### config.mk
export PLATFORM = sky130hd
export DESIGN_NAME = decode_queue
export DESIGN_NICKNAME = d
export VERILOG_FILES = /design/src/rtl/decode_queue.sv
export SDC_FILE = /design/constraint.sdc
export NUM_CORES = 1
export LEC_CHECK = 0
export BUFFER_PORTS_ARGS = -buffer_cell sky130_fd_sc_hd__buf_2
export CORE_UTILIZATION = 59
export CTS_CLUSTER_DIAMETER = 60
export DETAILED_ROUTE_END_ITERATION = 7
export PLACE_DENSITY = 0.83
export REMOVE_ABC_BUFFERS = 1
export SYNTH_ARGS = -nofsm -noshare
export SYNTH_HDL_FRONTEND = slang
export SYNTH_SLANG_ARGS = --single-unit
### constraint.sdc
create_clock -name clk -period 10.44 [get_ports clk]
set_input_delay 0.522 -clock clk [delete_from_list [all_inputs] [get_ports clk]]
set_output_delay 0.522 -clock clk [all_outputs]
set_load 0.05 [all_outputs]
### src/rtl/decode_queue.sv
// Buffered RV32I/M decode stage: a circular (instruction, PC) queue whose head
// entry is decoded combinationally, with a sticky halt after ECALL/EBREAK leaves.
module decode_queue #(
  parameter int unsigned DEPTH    = 4,
  parameter bit          ENABLE_M = 1'b1,
  parameter int unsigned PC_W     = 32
) (
  input  logic                     clk,
  input  logic                     rst_n,
  input  logic                     flush,
  input  logic                     in_valid,
  output logic                     in_ready,
  input  logic [31:0]              in_ir,
  input  logic [PC_W-1:0]          in_pc,
  output logic                     out_valid,
  input  logic                     out_ready,
  output logic [PC_W-1:0]          out_pc,
  output logic [4:0]               srcreg1_num,
  output logic [4:0]               srcreg2_num,
  output logic [4:0]               dstreg_num,
  output logic [31:0]              imm,
  output logic [5:0]               alucode,
  output logic [1:0]               aluop1_type,
  output logic [1:0]               aluop2_type,
  output logic                     reg_we,
  output logic                     is_load,
  output logic                     is_store,
  output logic                     is_multiclock,
  output logic                     is_halt,
  output logic                     is_illegal,
  output logic [1:0]               ram_read_size,
  output logic [1:0]               ram_write_size,
  output logic                     ram_read_signed,
  output logic [$clog2(DEPTH):0]   count
);
  localparam int unsigned PTR_W = $clog2(DEPTH);
  localparam int unsigned CNT_W = PTR_W + 1;

  localparam logic [5:0] ALU_LUI = 6'd0,  ALU_JAL = 6'd1,  ALU_JALR = 6'd2,
    ALU_BEQ = 6'd3, ALU_BNE = 6'd4, ALU_BLT = 6'd5, ALU_BGE = 6'd6, ALU_BLTU = 6'd7,
    ALU_BGEU = 6'd8, ALU_LB = 6'd9, ALU_LH = 6'd10, ALU_LW = 6'd11, ALU_LBU = 6'd12,
    ALU_LHU = 6'd13, ALU_SB = 6'd14, ALU_SH = 6'd15, ALU_SW = 6'd16, ALU_ADD = 6'd17,
    ALU_SUB = 6'd18, ALU_XOR = 6'd19, ALU_OR = 6'd20, ALU_AND = 6'd21, ALU_SLT = 6'd22,
    ALU_SLTU = 6'd23, ALU_SLL = 6'd24, ALU_SRL = 6'd25, ALU_SRA = 6'd26, ALU_MUL = 6'd27,
    ALU_MULH = 6'd28, ALU_MULHSU = 6'd29, ALU_MULHU = 6'd30, ALU_DIV = 6'd31,
    ALU_DIVU = 6'd32, ALU_REM = 6'd33, ALU_REMU = 6'd34, ALU_NOP = 6'd63;
  localparam logic [1:0] OP_TYPE_NONE = 2'd0, OP_TYPE_REG = 2'd1, OP_TYPE_IMM = 2'd2,
    OP_TYPE_PC = 2'd3;
  localparam logic [1:0] RAM_MODE_NONE = 2'd0, RAM_MODE_BYTE = 2'd1, RAM_MODE_HALF = 2'd2,
    RAM_MODE_WORD = 2'd3;
  localparam logic [6:0] OPC_LUI = 7'b0110111, OPC_AUIPC = 7'b0010111, OPC_JAL = 7'b1101111,
    OPC_JALR = 7'b1100111, OPC_BRANCH = 7'b1100011, OPC_LOAD = 7'b0000011,
    OPC_STORE = 7'b0100011, OPC_OPIMM = 7'b0010011, OPC_OP = 7'b0110011,
    OPC_FENCE = 7'b0001111, OPC_SYSTEM = 7'b1110011;

  typedef enum logic {RUN, HALTED} state_t;

  state_t             state, state_next;
  logic [PTR_W-1:0]   wr_ptr, rd_ptr;
  logic [31:0]        ir_mem [DEPTH];
  logic [PC_W-1:0]    pc_mem [DEPTH];
  logic               push, pop;

  logic [31:0] head_ir;
  logic [6:0]  opcode, funct7;
  logic [2:0]  funct3;
  logic [31:0] imm_i, imm_s, imm_b, imm_u, imm_j, imm_sh;
  logic [4:0]  d_rs1, d_rs2, d_rd;
  logic [31:0] d_imm;
  logic [5:0]  d_alu;
  logic [1:0]  d_op1, d_op2, d_rsize, d_wsize;
  logic        d_we, d_load, d_store, d_multi, d_halt, d_ill, d_rsigned;

  assign in_ready  = (state == RUN) && (count != CNT_W'(DEPTH));
  assign out_valid = (state == RUN) && (count != '0);
  assign push      = in_valid & in_ready;
  assign pop       = out_valid & out_ready;

  always_ff @(posedge clk or negedge rst_n) begin
    if (!rst_n) state <= RUN;
    else        state <= state_next;
  end

  // Halt is entered only when the ECALL/EBREAK entry actually leaves the queue.
  always_comb begin
    state_next = state;
    if (flush)                           state_next = RUN;
    else if (state == RUN && pop && d_halt) state_next = HALTED;
  end

  always_ff @(posedge clk or negedge rst_n) begin
    if (!rst_n) begin
      wr_ptr <= '0;
      rd_ptr <= '0;
      count  <= '0;
    end else if (flush) begin
      wr_ptr <= '0;
      rd_ptr <= '0;
      count  <= '0;
    end else begin
      if (push) wr_ptr <= PTR_W'(wr_ptr + 1'b1);
      if (pop)  rd_ptr <= PTR_W'(rd_ptr + 1'b1);
      if (push && !pop)      count <= CNT_W'(count + 1'b1);
      else if (pop && !push) count <= CNT_W'(count - 1'b1);
    end
  end

  always_ff @(posedge clk) begin
    if (push && !flush) begin
      ir_mem[wr_ptr] <= in_ir;
      pc_mem[wr_ptr] <= in_pc;
    end
  end

  assign head_ir = ir_mem[rd_ptr];
  assign opcode  = head_ir[6:0];
  assign funct3  = head_ir[14:12];
  assign funct7  = head_ir[31:25];
  assign imm_i   = {{20{head_ir[31]}}, head_ir[31:20]};
  assign imm_s   = {{20{head_ir[31]}}, head_ir[31:25], head_ir[11:7]};
  assign imm_b   = {{20{head_ir[31]}}, head_ir[7], head_ir[30:25], head_ir[11:8], 1'b0};
  assign imm_u   = {head_ir[31:12], 12'd0};
  assign imm_j   = {{12{head_ir[31]}}, head_ir[19:12], head_ir[20], head_ir[30:21], 1'b0};
  assign imm_sh  = {27'd0, head_ir[24:20]};

  always_comb begin
    d_rs1 = head_ir[19:15];  d_rs2 = '0;  d_rd = head_ir[11:7];
    d_imm = '0;  d_alu = ALU_NOP;  d_op1 = OP_TYPE_NONE;  d_op2 = OP_TYPE_NONE;
    d_we = 1'b0;  d_load = 1'b0;  d_store = 1'b0;  d_multi = 1'b0;
    d_halt = 1'b0;  d_ill = 1'b0;  d_rsigned = 1'b0;
    d_rsize = RAM_MODE_NONE;  d_wsize = RAM_MODE_NONE;
    case (opcode)
      OPC_LUI: begin
        d_rs1 = '0; d_alu = ALU_LUI; d_op2 = OP_TYPE_IMM; d_imm = imm_u; d_we = 1'b1;
      end
      OPC_AUIPC: begin
        d_rs1 = '0; d_alu = ALU_ADD; d_op1 = OP_TYPE_IMM; d_op2 = OP_TYPE_PC;
        d_imm = imm_u; d_we = 1'b1;
      end
      OPC_JAL: begin
        d_rs1 = '0; d_alu = ALU_JAL; d_op2 = OP_TYPE_PC; d_imm = imm_j;
        d_we = (head_ir[11:7] != 5'd0);
      end
      OPC_JALR: begin
        d_alu = ALU_JALR; d_op1 = OP_TYPE_REG; d_op2 = OP_TYPE_PC; d_imm = imm_i;
        d_we = (head_ir[11:7] != 5'd0); d_ill = (funct3 != 3'd0);
      end
      OPC_BRANCH: begin
        d_rs2 = head_ir[24:20]; d_rd = '0; d_op1 = OP_TYPE_REG; d_op2 = OP_TYPE_REG; d_imm = imm_b;
        case (funct3)
          3'b000: d_alu = ALU_BEQ;
          3'b001: d_alu = ALU_BNE;
          3'b100: d_alu = ALU_BLT;
          3'b101: d_alu = ALU_BGE;
          3'b110: d_alu = ALU_BLTU;
          3'b111: d_alu = ALU_BGEU;
          default: d_ill = 1'b1;
        endcase
      end
      OPC_LOAD: begin
        d_op1 = OP_TYPE_REG; d_op2 = OP_TYPE_IMM; d_imm = imm_i; d_we = 1'b1;
        d_load = 1'b1; d_rsigned = ~funct3[2];
        case (funct3)
          3'b000: begin d_alu = ALU_LB;  d_rsize = RAM_MODE_BYTE; end
          3'b001: begin d_alu = ALU_LH;  d_rsize = RAM_MODE_HALF; end
          3'b010: begin d_alu = ALU_LW;  d_rsize = RAM_MODE_WORD; end
          3'b100: begin d_alu = ALU_LBU; d_rsize = RAM_MODE_BYTE; end
          3'b101: begin d_alu = ALU_LHU; d_rsize = RAM_MODE_HALF; end
          default: d_ill = 1'b1;
        endcase
      end
      OPC_STORE: begin
        d_rs2 = head_ir[24:20]; d_rd = '0; d_op1 = OP_TYPE_REG; d_op2 = OP_TYPE_REG;
        d_imm = imm_s; d_store = 1'b1;
        case (funct3)
          3'b000: begin d_alu = ALU_SB; d_wsize = RAM_MODE_BYTE; end
          3'b001: begin d_alu = ALU_SH; d_wsize = RAM_MODE_HALF; end
          3'b010: begin d_alu = ALU_SW; d_wsize = RAM_MODE_WORD; end
          default: d_ill = 1'b1;
        endcase
      end
      OPC_OPIMM: begin
        d_op1 = OP_TYPE_REG; d_op2 = OP_TYPE_IMM; d_imm = imm_i; d_we = 1'b1;
        case (funct3)
          3'b000: d_alu = ALU_ADD;
          3'b010: d_alu = ALU_SLT;
          3'b011: d_alu = ALU_SLTU;
          3'b100: d_alu = ALU_XOR;
          3'b110: d_alu = ALU_OR;
          3'b111: d_alu = ALU_AND;
          3'b001: begin d_imm = imm_sh; d_alu = ALU_SLL; d_ill = (funct7 != 7'd0); end
          default: begin
            d_imm = imm_sh;
            if (funct7 == 7'b0000000)      d_alu = ALU_SRL;
            else if (funct7 == 7'b0100000) d_alu = ALU_SRA;
            else                           d_ill = 1'b1;
          end
        endcase
      end
      OPC_OP: begin
        d_rs2 = head_ir[24:20]; d_op1 = OP_TYPE_REG; d_op2 = OP_TYPE_REG; d_we = 1'b1;
        if (funct7 == 7'b0000000) begin
          case (funct3)
            3'b000: d_alu = ALU_ADD;
            3'b001: d_alu = ALU_SLL;
            3'b010: d_alu = ALU_SLT;
            3'b011: d_alu = ALU_SLTU;
            3'b100: d_alu = ALU_XOR;
            3'b101: d_alu = ALU_SRL;
            3'b110: d_alu = ALU_OR;
            default: d_alu = ALU_AND;
          endcase
        end else if (funct7 == 7'b0100000) begin
          case (funct3)
            3'b000: d_alu = ALU_SUB;
            3'b101: d_alu = ALU_SRA;
            default: d_ill = 1'b1;
          endcase
        end else if (funct7 == 7'b0000001 && ENABLE_M) begin
          d_multi = 1'b1;
          case (funct3)
            3'b000: d_alu = ALU_MUL;
            3'b001: d_alu = ALU_MULH;
            3'b010: d_alu = ALU_MULHSU;
            3'b011: d_alu = ALU_MULHU;
            3'b100: d_alu = ALU_DIV;
            3'b101: d_alu = ALU_DIVU;
            3'b110: d_alu = ALU_REM;
            default: d_alu = ALU_REMU;
          endcase
        end else begin
          d_ill = 1'b1;
        end
      end
      OPC_FENCE: ;
      OPC_SYSTEM: begin
        if (head_ir == 32'h0000_0073 || head_ir == 32'h0010_0073) d_halt = 1'b1;
        else d_ill = 1'b1;
      end
      default: d_ill = 1'b1;
    endcase
    // An illegal word must never cause a side effect downstream.
    if (d_ill) begin
      d_alu = ALU_NOP;  d_op1 = OP_TYPE_NONE;  d_op2 = OP_TYPE_NONE;
      d_we = 1'b0;  d_load = 1'b0;  d_store = 1'b0;  d_multi = 1'b0;  d_halt = 1'b0;
      d_rsize = RAM_MODE_NONE;  d_wsize = RAM_MODE_NONE;  d_rsigned = 1'b0;
    end
  end

  // Outputs sit at idle values whenever nothing is presented.
  always_comb begin
    out_pc = '0;  srcreg1_num = '0;  srcreg2_num = '0;  dstreg_num = '0;  imm = '0;
    alucode = ALU_NOP;  aluop1_type = OP_TYPE_NONE;  aluop2_type = OP_TYPE_NONE;
    reg_we = 1'b0;  is_load = 1'b0;  is_store = 1'b0;  is_multiclock = 1'b0;
    is_halt = 1'b0;  is_illegal = 1'b0;  ram_read_signed = 1'b0;
    ram_read_size = RAM_MODE_NONE;  ram_write_size = RAM_MODE_NONE;
    if (out_valid) begin
      out_pc = pc_mem[rd_ptr];  srcreg1_num = d_rs1;  srcreg2_num = d_rs2;  dstreg_num = d_rd;
      imm = d_imm;  alucode = d_alu;  aluop1_type = d_op1;  aluop2_type = d_op2;
      reg_we = d_we;  is_load = d_load;  is_store = d_store;  is_multiclock = d_multi;
      is_halt = d_halt;  is_illegal = d_ill;  ram_read_signed = d_rsigned;
      ram_read_size = d_rsize;  ram_write_size = d_wsize;
    end
  end
endmodule

Word level (Yosys, flattened, before mapping)
Memory sizes are Yosys's and may differ from the RTL's.
Index checks and enable logic that the tools add are counted.
- reductions and logical operators: 39
- multiplexer cells: 85
- bitwise gates (word level): 4
- equal/unequal tests: 23
- add/subtract/negate cells: 4
- operator list (operator ; number):
    one-hot mux 32 bit (6 select lines) ; 1
    2-to-1 mux 32 bit ; 3
    one-hot mux 6 bit (7 select lines) ; 2
    one-hot mux 6 bit (9 select lines) ; 1
    2-to-1 mux 6 bit ; 7
    2-to-1 mux 1 bit ; 36
    one-hot mux 6 bit (6 select lines) ; 1
    equality test 32 x 21 -> 1 bit (second input constant) ; 1
    equality test 32 x 7 -> 1 bit (second input constant) ; 1
    2-to-1 mux 5 bit ; 6
    one-hot mux 6 bit (5 select lines) ; 1
    equality test 7 x 6 -> 1 bit (second input constant) ; 4
    equality test 7 bit (second input constant) ; 4
    2-to-1 mux 2 bit ; 14
    one-hot mux 4 bit (7 select lines) ; 1
    one-hot mux 2 bit (3 select lines) ; 3
    one-hot mux 6 bit (3 select lines) ; 1
    OR reduction 6 bit ; 3
    OR reduction 3 bit ; 5
    equality test 7 x 5 -> 1 bit (second input constant) ; 2
    OR reduction 2 bit ; 7
    equality test 3 bit (second input constant) ; 4
    one-hot mux 6 bit (2 select lines) ; 1
    OR reduction 5 bit ; 2
    25 further kinds ; 44
- word-level logic and storage cells: 161
- input port bits: 69
- bits in writable memories: 256
- bits in registers: 8
- memories: 2
- output and inout bits: 105
- memories (name ; words ; width ; rd ports ; clocked after memory_dff ; wr ports ; RTL line ; text):
    ir_mem ; 4 ; 32 ; 1 ; 0 ; 1 ; 60 ; logic [31:0] ir_mem [DEPTH];
    pc_mem ; 4 ; 32 ; 1 ; 0 ; 1 ; 61 ; logic [PC_W-1:0] pc_mem [DEPTH];

Logic depth before layout (Yosys ltp)
Gate-level depths: netlist of the first run.
An unclocked memory read counts as a cell.
- word-level depth: 11
- depth in mapped cells: 15
- mapped depth without buffers: 10

Least setup slack after synthesis of the first run
Ideal clock, no wire load.
- path kind: reg2out
- start point: reg rd_ptr[0]
- end point: out ram_write_size[0]
- slack: 5.284 ns
- required time: 9.918 ns
- buffers on the path: 4
- stages on the path, launching flop included: 15
- data arrival time: 4.634 ns
- cells stage by stage: dfrtp_1 > buf_6 > buf_12 > buf_12 > buf_4 > mux4_2 > inv_1 > ha_1 > nand2_1 > o22ai_1 > and4bb_1 > and3_1 > o2bb2ai_2 > nor4_4 > nor4b_1
- word-level cells in the longest chain between the ends: 9
- elaborated cells between the ends (all ways): 50
- those cells by class: eq/ne (22); mux (16); reduce/logical (11); memory (1)
- ends and longest elaborated chain (item ; RTL line ; text):
    start, declared ; 59 ; logic [PTR_W-1:0] wr_ptr, rd_ptr;
    start signal, assigned ; 102 ; if (pop) rd_ptr <= PTR_W'(rd_ptr + 1'b1);
    memory read (4 x 32 bit) (*) ; n/a ;
    equality test 3 bit or logical NOT 3 bit (tied branches) ; n/a ;
    OR reduction 2 bit (no source line) ; n/a ;
    2-to-1 mux 1 bit ; 214 ; case (funct3)
    2-to-1 mux 1 bit ; 213 ; end else if (funct7 == 7'b0100000) begin
    2-to-1 mux 1 bit ; 202 ; if (funct7 == 7'b0000000) begin
    one-hot mux 1 bit (8 select lines) ; 132 ; case (opcode)
    2-to-1 mux 2 bit (*) ; 243 ; if (d_ill) begin
    2-to-1 mux 2 bit (*) ; 257 ; if (out_valid) begin
    end, declared ; 32 ; output logic [1:0] ram_write_size,
Mark *: on every way between the ends. The rest lies on a longest branch, timed or not.

Worst setup path in the final report of the first run
Ends and elaborated chain as after synthesis.

==> out/results.tsv, run 1 <==
metric	value	unit
status	complete, no violations	
Clk pwr share	26.1	%
Initial Utilization	60.3	%
Yosys cell types	75	
switch share	38.6	%
final clock skew	14.5	ps
Die Y	143	um
sequential area share after synthesis	67.0	%
CTS Root Cell	clkbuf_16	
Final Non-Filler Cells	1177	
smallest hold slack	190	ps
Max Root-Sink Buffers	3	
largest cells by area after synthesis	edfxtp_1, mux4_2, and2_1	
Hold Fails Final Rpt	0	
RSZ-0062 raised after global routing	false	
Startpoint Class	flip-flop	
Vias	7241	
Rel. slew slack	17.7	%
Synth area leader	edfxtp_1	
min-delay worst type	in2reg	
TritonCTS buffer count	26	
gpl congestion	0.974	
Setup Viol. Count Final	0	
global-route wire length before repair	41.2	mm
Pint	2.17	mW
routed len/inst	23.5	um
kind of critical path	reg2out	
leakage	4.80	nW
vias in the first global route	7052	
nets	968	
largest net degree at the start of global routing	65	
Post-Syn Instances	720	
chip width	143	um
GR Util All Layers	27.5	%
Avg Inst Size Synth	16.4	um^2
peak supply drop	210	uV
FMAX	173	MHz
Tot Pwr	3.53	mW
Pre-antenna DRT Iters	7	
Vias/cell	6.15	
combinational fraction of design power	37.6	%
final HPWL from detailed placement	18.0	mm
Setup TNS Final	0	ps
TritonCTS Sinks	264	
max-cap violations	0	
endpoint type of the worst setup path	output pin	
Total Wirelength	27.7	mm
Synth async-reset ratio	3.03	%
FP Rows	51	
CTS tree	built	
Worst Tran Pin Value	1220	ps
die area	20500	um^2
worst skew pair latency	550	ps
synth warn	0	
fin crit share	55.4	%
Switch Pwr	1.36	mW
Post-synth EDFFs	256	
grt total ovfl	0	
CTS clock-pin slew for the worst setup and hold paths	60	ps
Cell Pwr Density	259	nW/um^2
layout cells sized above 1	32.4	%
critical path arrival	5260	ps
Slew Viols, Final	0	
residual DRC count	0	
Commonest cells post-synth	edfxtp_1, nand2_1, and2_1, mux4_2, nor2_1	
core area	19500	um^2
Critical Path RT	9920	ps
most common cell in the netlist	edfxtp_1	
CTS H-tree lvls	1	
initial antenna violation count	4	
port bufs	173	
Synth Flop Type	edfxtp_1	
boundary pin count	174	
share of the synthesized area in the top cell type	65.3	%
DRT antenna net count	0	
Layout area overhead	15.7	%
sequential share of power	36.3	%
Worst Path Max Fanout	45	
dpl cells	1124	
final core utilization	69.8	%
Post-Syn Area	11800	um^2
1st-iter DRT viols	688	
Synth Register Bits	264	
Tmin final	5780	ps
## sequential cells by signal, indices dropped and copies added (netlist names)
signal / cells
ir_mem: 128
state: 1
pc_mem: 128
wr_ptr: 2
rd_ptr: 2
count: 3
## critical path, stage by stage (launching register included)
cell and delay, ps:
dfrtp_4 750, buf_4 740, mux4_1 740, nor4_4 490
and3b_1 340, and3_1 210, o2bb2ai_2 90, nor4_4 650
nor4b_1 350, buf_2 330
## per-stage QoR
step | setup WS [ps] | area [um^2]
after floorplan | 3100 | 11500
after global placement | 5310 | 12800
after detailed placement | 5220 | 12800
after CTS | 4650 | 13600
after global routing | 4180 | 13600
final | 4660 | 13600
## layout make-up
| type | count | area, um^2 |
|---|---|---|
| repair buffers | 179 | 913 |
| clock buffers | 34 | 681 |
| clock inverters | 13 | 165 |
| diodes | 5 | 12.5 |
| multi-input cells | 408 | 3600 |
| inverters | 9 | 33.8 |
| flip-flops and latches | 264 | 7900 |
| well taps | 265 | 332 |
| fillers | 1331 | 5890 |
## power groups by stage
stage          registers, mW  clock network (mW)  logic (mW)
2_1_floorplan           1.34                   0       0.935
3_3_place_gp            1.30                   0        1.31
3_5_place_dp            1.31                   0        1.31
4_1_cts                 1.28               0.934        1.32
5_1_grt                 1.29               0.969        1.40
6_report                1.28               0.923        1.33
## path summary, 6_finish.rpt
kind | cells past startpoint | to | slack, ps | start
setup / recovery | 9 | ram_write_size[0] | 4660 | rd_ptr[0]$_DFFE_PN0P_
hold reg to reg | 2 | state$_DFFE_PN0P_ | 560 | state$_DFFE_PN0P_
max in group asynchronous | 2 | rd_ptr[0]$_DFFE_PN0P_ | 9840 | rst_n
hold / removal | 1 | pc_mem[1][22]$_DFFE_PP_ | 190 | in_pc[22]
setup reg to reg | 8 | state$_DFFE_PN0P_ | 6720 | rd_ptr[0]$_DFFE_PN0P_
min in group asynchronous | 2 | rd_ptr[1]$_DFFE_PN0P_ | 370 | rst_n
## timing repair
item | 4_1_cts | 5_1_grt
hold endpoints to repair | 8 | 0
setup endpoints to repair | 0 | 0
gates resized for setup | 0 | 0
hold buffers | 1 | 0
setup buffers | 0 | 0
## cell usage in the layout (no fill, tap or decap), types with 4 or more instances in the layout
cell type / Yosys / routed
mux4_2: 51 / 51
inv_1: 8 / 8
nand2b_1: 8 / 8
and2_4: 0 / 4
edfxtp_1: 256 / 256
nor2b_1: 4 / 4
buf_4: 2 / 5
and3_1: 14 / 14
clkinv_1: 1 / 6
clkbuf_16: 0 / 26
nand4_1: 5 / 5
o21ai_0: 12 / 12
nor3_1: 12 / 12
mux4_1: 11 / 11
nor4_1: 6 / 6
buf_2: 8 / 173
clkbuf_1: 13 / 8
and2_1: 53 / 49
a21oi_1: 34 / 34
ha_1: 10 / 10
diode_2: 0 / 5
nand3_1: 7 / 7
a22oi_1: 6 / 6
nor2_1: 47 / 47
or2_2: 5 / 5
nand2_1: 55 / 55
dfrtp_1: 8 / 6
## kinds of logic (layout without fill, tap and decap cells)
| group | after synthesis | after routing | share of synthesized area, % |
|---|---|---|---|
| AOI/OAI and AO/OA | 82 | 82 | 4.71 |
| other | 0 | 5 | 0 |
| DFF | 264 | 264 | 67.0 |
| muxes | 69 | 69 | 13.0 |
| and+or+nand+nor | 240 | 240 | 11.1 |
| xor gates and xnor gates | 6 | 6 | 0.446 |
| buffers and inverters | 48 | 235 | 2.55 |
| adders and majority gates | 11 | 11 | 1.23 |
## metal layers
layer	vias up	share of wire [%]	global-route usage (%)	wire, um
li1	3181	-	-	-
met1	3575	41	38.3	11400
met2	416	46	43.6	12900
met3	67	9.2	5.90	2540
met4	2	3.4	9.52	933
met5	-	0.029	0	8
No activity file was read; power rests on OpenSTA's default activity.
==> run 2, diff against run 1 <==
Settings changed: CORE_UTILIZATION 59 to 57, PLACE_DENSITY 0.83 to 0.81.
Clock period 10.44 ns to 5.7 ns, I/O delays scaled along.
==> out/results.tsv, run 2 (synthesized netlist as in run 1, its figures left out) <==
metric	value	unit
CTS tree	built	
Layout area overhead	21.6	%
kind of critical path	reg2out	
footprint of the multi-input gates	3600	um^2
grt total ovfl	0	
CTS Root Cell	clkbuf_16	
global-route wire length before repair	42.8	mm
Die Y	146	um
Critical Path RT	5410	ps
max-cap violations	0	
endpoint type of the worst setup path	output pin	
fin crit share	89.8	%
FF/Latch Area	7900	um^2
routed len/inst	22.0	um
core area	20200	um^2
port bufs	173	
DRT antenna net count	0	
Setup Viol. Count Final	0	
reg-to-reg critical path startpoint	rd_ptr[0]$_DFFE_PN0P_	
worst hold path depth	3	
Hold Path Origin	in_valid	
final HPWL from detailed placement	17.0	mm
residual DRC count	0	
Reg2Reg Depth	10	
worst skew pair latency	520	ps
TritonCTS Sinks	264	
Tmin final	5120	ps
Rel. slew slack	32.3	%
dpl cells	1133	
final core utilization	70.8	%
post-cts sizing count	0	
Pre-antenna DRT Iters	5	
peak supply drop	462	uV
RSZ-0062 raised after global routing	false	
Vias/cell	5.91	
Startpoint Class	flip-flop	
FP Rows	52	
smallest hold slack	44.1	ps
# Post-CTS Setup Buffers	0	
leakage	5.11	nW
CTS clock-pin slew for the worst setup and hold paths	60	ps
Cell Pwr Density	455	nW/um^2
Setup TNS Final	0	ps
die area	21200	um^2
initial antenna violation count	2	
Fillers	1319	
layout cells sized above 1	30.8	%
vias in the first global route	7561	
Max Root-Sink Buffers	3	
Largest regs	ir_mem x128, pc_mem x128, count x3	
CP Launch Point	rd_ptr[0]$_DFFE_PN0P_	
status	complete, no violations	
chip width	146	um
final clock skew	12.1	ps
FMAX	195	MHz
min-delay worst type	in2reg	
critical path arrival	4830	ps
boundary pin count	174	
commonest non-fill, non-tap cell in the layout	edfxtp_1	
Worst Tran Pin Value	1020	ps
largest net degree at the start of global routing	65	
leading cell types in the layout, fill and taps excluded	edfxtp_1, buf_2, dlygate4sd3_1	
Slew Viols, Final	0	
1st-iter DRT viols	632	
TritonCTS buffer count	27	
GR Util All Layers	26.5	%
Hold Fails Final Rpt	0	
Vias	7388	
Worst Path Max Fanout	26	
Initial Utilization	58.2	%
Final Non-Filler Cells	1250	
gpl congestion	0.977	
nets	1037	
CTS H-tree lvls	1	
Total Wirelength	27.5	mm
[run 2: worst paths after layout]
kind / end / slack (ps)
min in group asynchronous: state$_DFFE_PN0P_ / 140
worst min-delay path: wr_ptr[1]$_DFFE_PN0P_ / 40
worst max-delay path: ram_write_size[0] / 580
max in group asynchronous: rd_ptr[1]$_DFFE_PN0P_ / 5350
worst max register to register: state$_DFFE_PN0P_ / 2350
worst min register to register: state$_DFFE_PN0P_ / 550
[run 2: repair_timing]
item / in CTS / in global routing
endpoints found under the setup margin: 0 / 0
hold buffers: 65 / 0
hold endpoints to repair: 264 / 0
[run 2: metal layers]
layer / vias to the layer above / share of wire (%) / routed length [um] / track usage (%)
met5: - / 0 / 0 / 0
met4: 0 / 2.4 / 669 / 8.63
met3: 48 / 8.6 / 2360 / 5.14
met2: 390 / 49 / 13400 / 43.2
met1: 3639 / 40 / 11100 / 36.4
li1: 3311 / - / - / -
[run 2: where the power goes]
| group | internal (mW) | leakage, nW | switching (mW) |
|---|---|---|---|
| Clock | 1.01 | 0.418 | 0.692 |
| Sequential | 2.26 | 2.43 | 0.0913 |
| Combinational | 0.758 | 2.26 | 1.70 |
[run 2: critical path, stage by stage (launching register included)]
cell	delay, ps
dfrtp_4	740
mux4_2	700
inv_1	150
ha_1	370
nand2_1	90
o22ai_1	360
and4bb_1	280
and3_1	190
o2bb2ai_2	90
nor4_4	630
nor4b_1	350
buf_2	330
[run 2: area by class of cell]
| cell class | instances | share of cell area, % |
|---|---|---|
| sequential | 264 | 55.1 |
| multi-input combinational | 408 | 25.1 |
| timing repair buffer | 247 | 11.1 |
| clock buffer | 33 | 4.88 |
| tap | 270 | 2.36 |
| clock inverter | 17 | 1.15 |
| inverter | 9 | 0.236 |
| antenna | 2 | 0.0349 |
[run 2: per-stage QoR]
| stage | area (um^2) | setup slack, ps | power (mW) |
|---|---|---|---|
| after CTS | 14300 | 621 | 6.53 |
| final | 14300 | 580 | 6.52 |
| after global placement | 12800 | 1290 | 4.79 |
| after detailed placement | 12800 | 1190 | 4.79 |
| after global routing | 14300 | 282 | 6.76 |
| after floorplan | 11500 | -1400 | 4.17 |
==> run 3, diff against run 2 <==
Settings changed: CORE_UTILIZATION 57 to 45, PLACE_DENSITY 0.81 to 0.66.
==> out/results.tsv, run 3 (synthesized netlist as in run 1, its figures left out) <==
metric	value	unit
RSZ-0062 raised after global routing	false	
boundary pin count	174	
CTS H-tree lvls	1	
FP Rows	58	
leakage	5.12	nW
residual DRC count	0	
Final Non-Filler Cells	1313	
Die Y	164	um
Initial Utilization	46.4	%
smallest hold slack	44.3	ps
port bufs	173	
finished layout cell area	14400	um^2
die area	26800	um^2
post-cts sizing count	0	
Vias	7286	
TritonCTS Sinks	264	
Pre-antenna DRT Iters	7	
Cell Pwr Density	450	nW/um^2
gpl congestion	0.976	
Hold Buf Count CTS	66	
CTS tree	built	
chip width	164	um
final HPWL from detailed placement	18.0	mm
leading cell types in the layout, fill and taps excluded	edfxtp_1, buf_2, dlygate4sd3_1	
critical path arrival	4950	ps
GR Util All Layers	21.3	%
largest net degree at the start of global routing	65	
Total Wirelength	28.1	mm
kind of critical path	reg2out	
Setup Viol. Count Final	0	
status	complete, no violations	
Tmin final	5230	ps
layout cells sized above 1	31.3	%
# Post-CTS Setup Buffers	0	
max-cap violations	0	
peak supply drop	384	uV
Startpoint Class	flip-flop	
FF/Latch Area	7900	um^2
final clock skew	12.6	ps
FMAX	191	MHz
worst skew pair latency	530	ps
Hold Fails Final Rpt	0	
Slew Viols, Final	0	
1st-iter DRT viols	584	
Largest regs	ir_mem x128, pc_mem x128, count x3	
Critical Path RT	5410	ps
endpoint type of the worst setup path	output pin	
TritonCTS buffer count	27	
Vias/cell	5.55	
Worst Path Max Fanout	39	
nets	1042	
CTS clock-pin slew for the worst setup and hold paths	60	ps
vias in the first global route	7402	
commonest non-fill, non-tap cell in the layout	edfxtp_1	
global-route wire length before repair	42.9	mm
initial antenna violation count	1	
Post-Place Cell Area	12900	um^2
CTS Root Cell	clkbuf_16	
dpl cells	1197	
footprint of the multi-input gates	3600	um^2
routed len/inst	21.4	um
Rel. slew slack	29.3	%
DRT antenna net count	0	
Worst Tran Pin Value	1060	ps
Setup TNS Final	0	ps
min-delay worst type	in2reg	
core area	25400	um^2
Max Root-Sink Buffers	3	
Layout area overhead	22.4	%
Fillers	2041	
fin crit share	91.8	%
grt total ovfl	0	
-- run 3: changes by cell type in the layout (fill, tap and decap cells not counted) --
cell / delta
clkinv_1: -3
buf_4: +4
inv_6: -1
clkinv_2: +3
clkinvlp_4: +1
bufinv_16: -1
clkinv_4: -1
dlygate4sd3_1: +1
clkinv_8: +1
diode_2: -1
-- run 3: metal layers --
metal	vias up	share of wire (%)	GRT usage [%]
met5	-	0	0
li1	3328	-	-
met3	64	8.5	5.23
met2	316	46	34.2
met4	0	2.2	5.01
met1	3578	43	29.4
-- run 3: worst paths after layout --
| kind | start | end | slack [ps] | depth (start not counted) |
|---|---|---|---|---|
| worst max-delay path | rd_ptr[0]$_DFFE_PN0P_ | ram_write_size[0] | 470 | 11 |
| worst min-delay path | flush | wr_ptr[1]$_DFFE_PN0P_ | 40 | 2 |
| worst max register to register | rd_ptr[0]$_DFFE_PN0P_ | state$_DFFE_PN0P_ | 2240 | 10 |
| worst min register to register | state$_DFFE_PN0P_ | state$_DFFE_PN0P_ | 530 | 2 |
| max in group asynchronous | rst_n | rd_ptr[0]$_DFFE_PN0P_ | 5360 | 2 |
| min in group asynchronous | rst_n | wr_ptr[1]$_DFFE_PN0P_ | 140 | 2 |
-- run 3: final cells by class --
type                       instances  share of cell area, %
timing repair buffer             252                   11.3
clock buffer                      33                   4.84
tap                              330                   2.86
sequential                       264                   54.8
inverter                           9                  0.234
multi-input combinational        408                   25.0
antenna                            1                 0.0174
clock inverter                    16                   1.01
-- run 3: critical path: stages (launching register included) --
cell and delay (ps):
dfrtp_4 910, mux4_2 730, inv_1 150, ha_1 220, nand2_1 70, o22ai_1 380, and4bb_1 270, and3_1 170
o2bb2ai_2 80, nor4_4 670, nor4b_1 380, buf_2 340
-- run 3: through the flow --
stage          util (%)  total power, mW  setup WS, ps
2_1_floorplan         -             4.17         -1400
3_3_place_gp       50.8             4.83          1200
3_5_place_dp       50.8             4.83          1040
4_1_cts            56.7             6.54           451
5_1_grt            56.7             6.78           208
6_report           56.7             6.49           469
-- run 3: report_power, final --
group	internal, mW	switching, mW	leakage, nW
clock	0.964	0.700	0.410
sequential	2.26	0.111	2.43
combinational	0.761	1.69	2.29
total	3.99	2.50	5.12
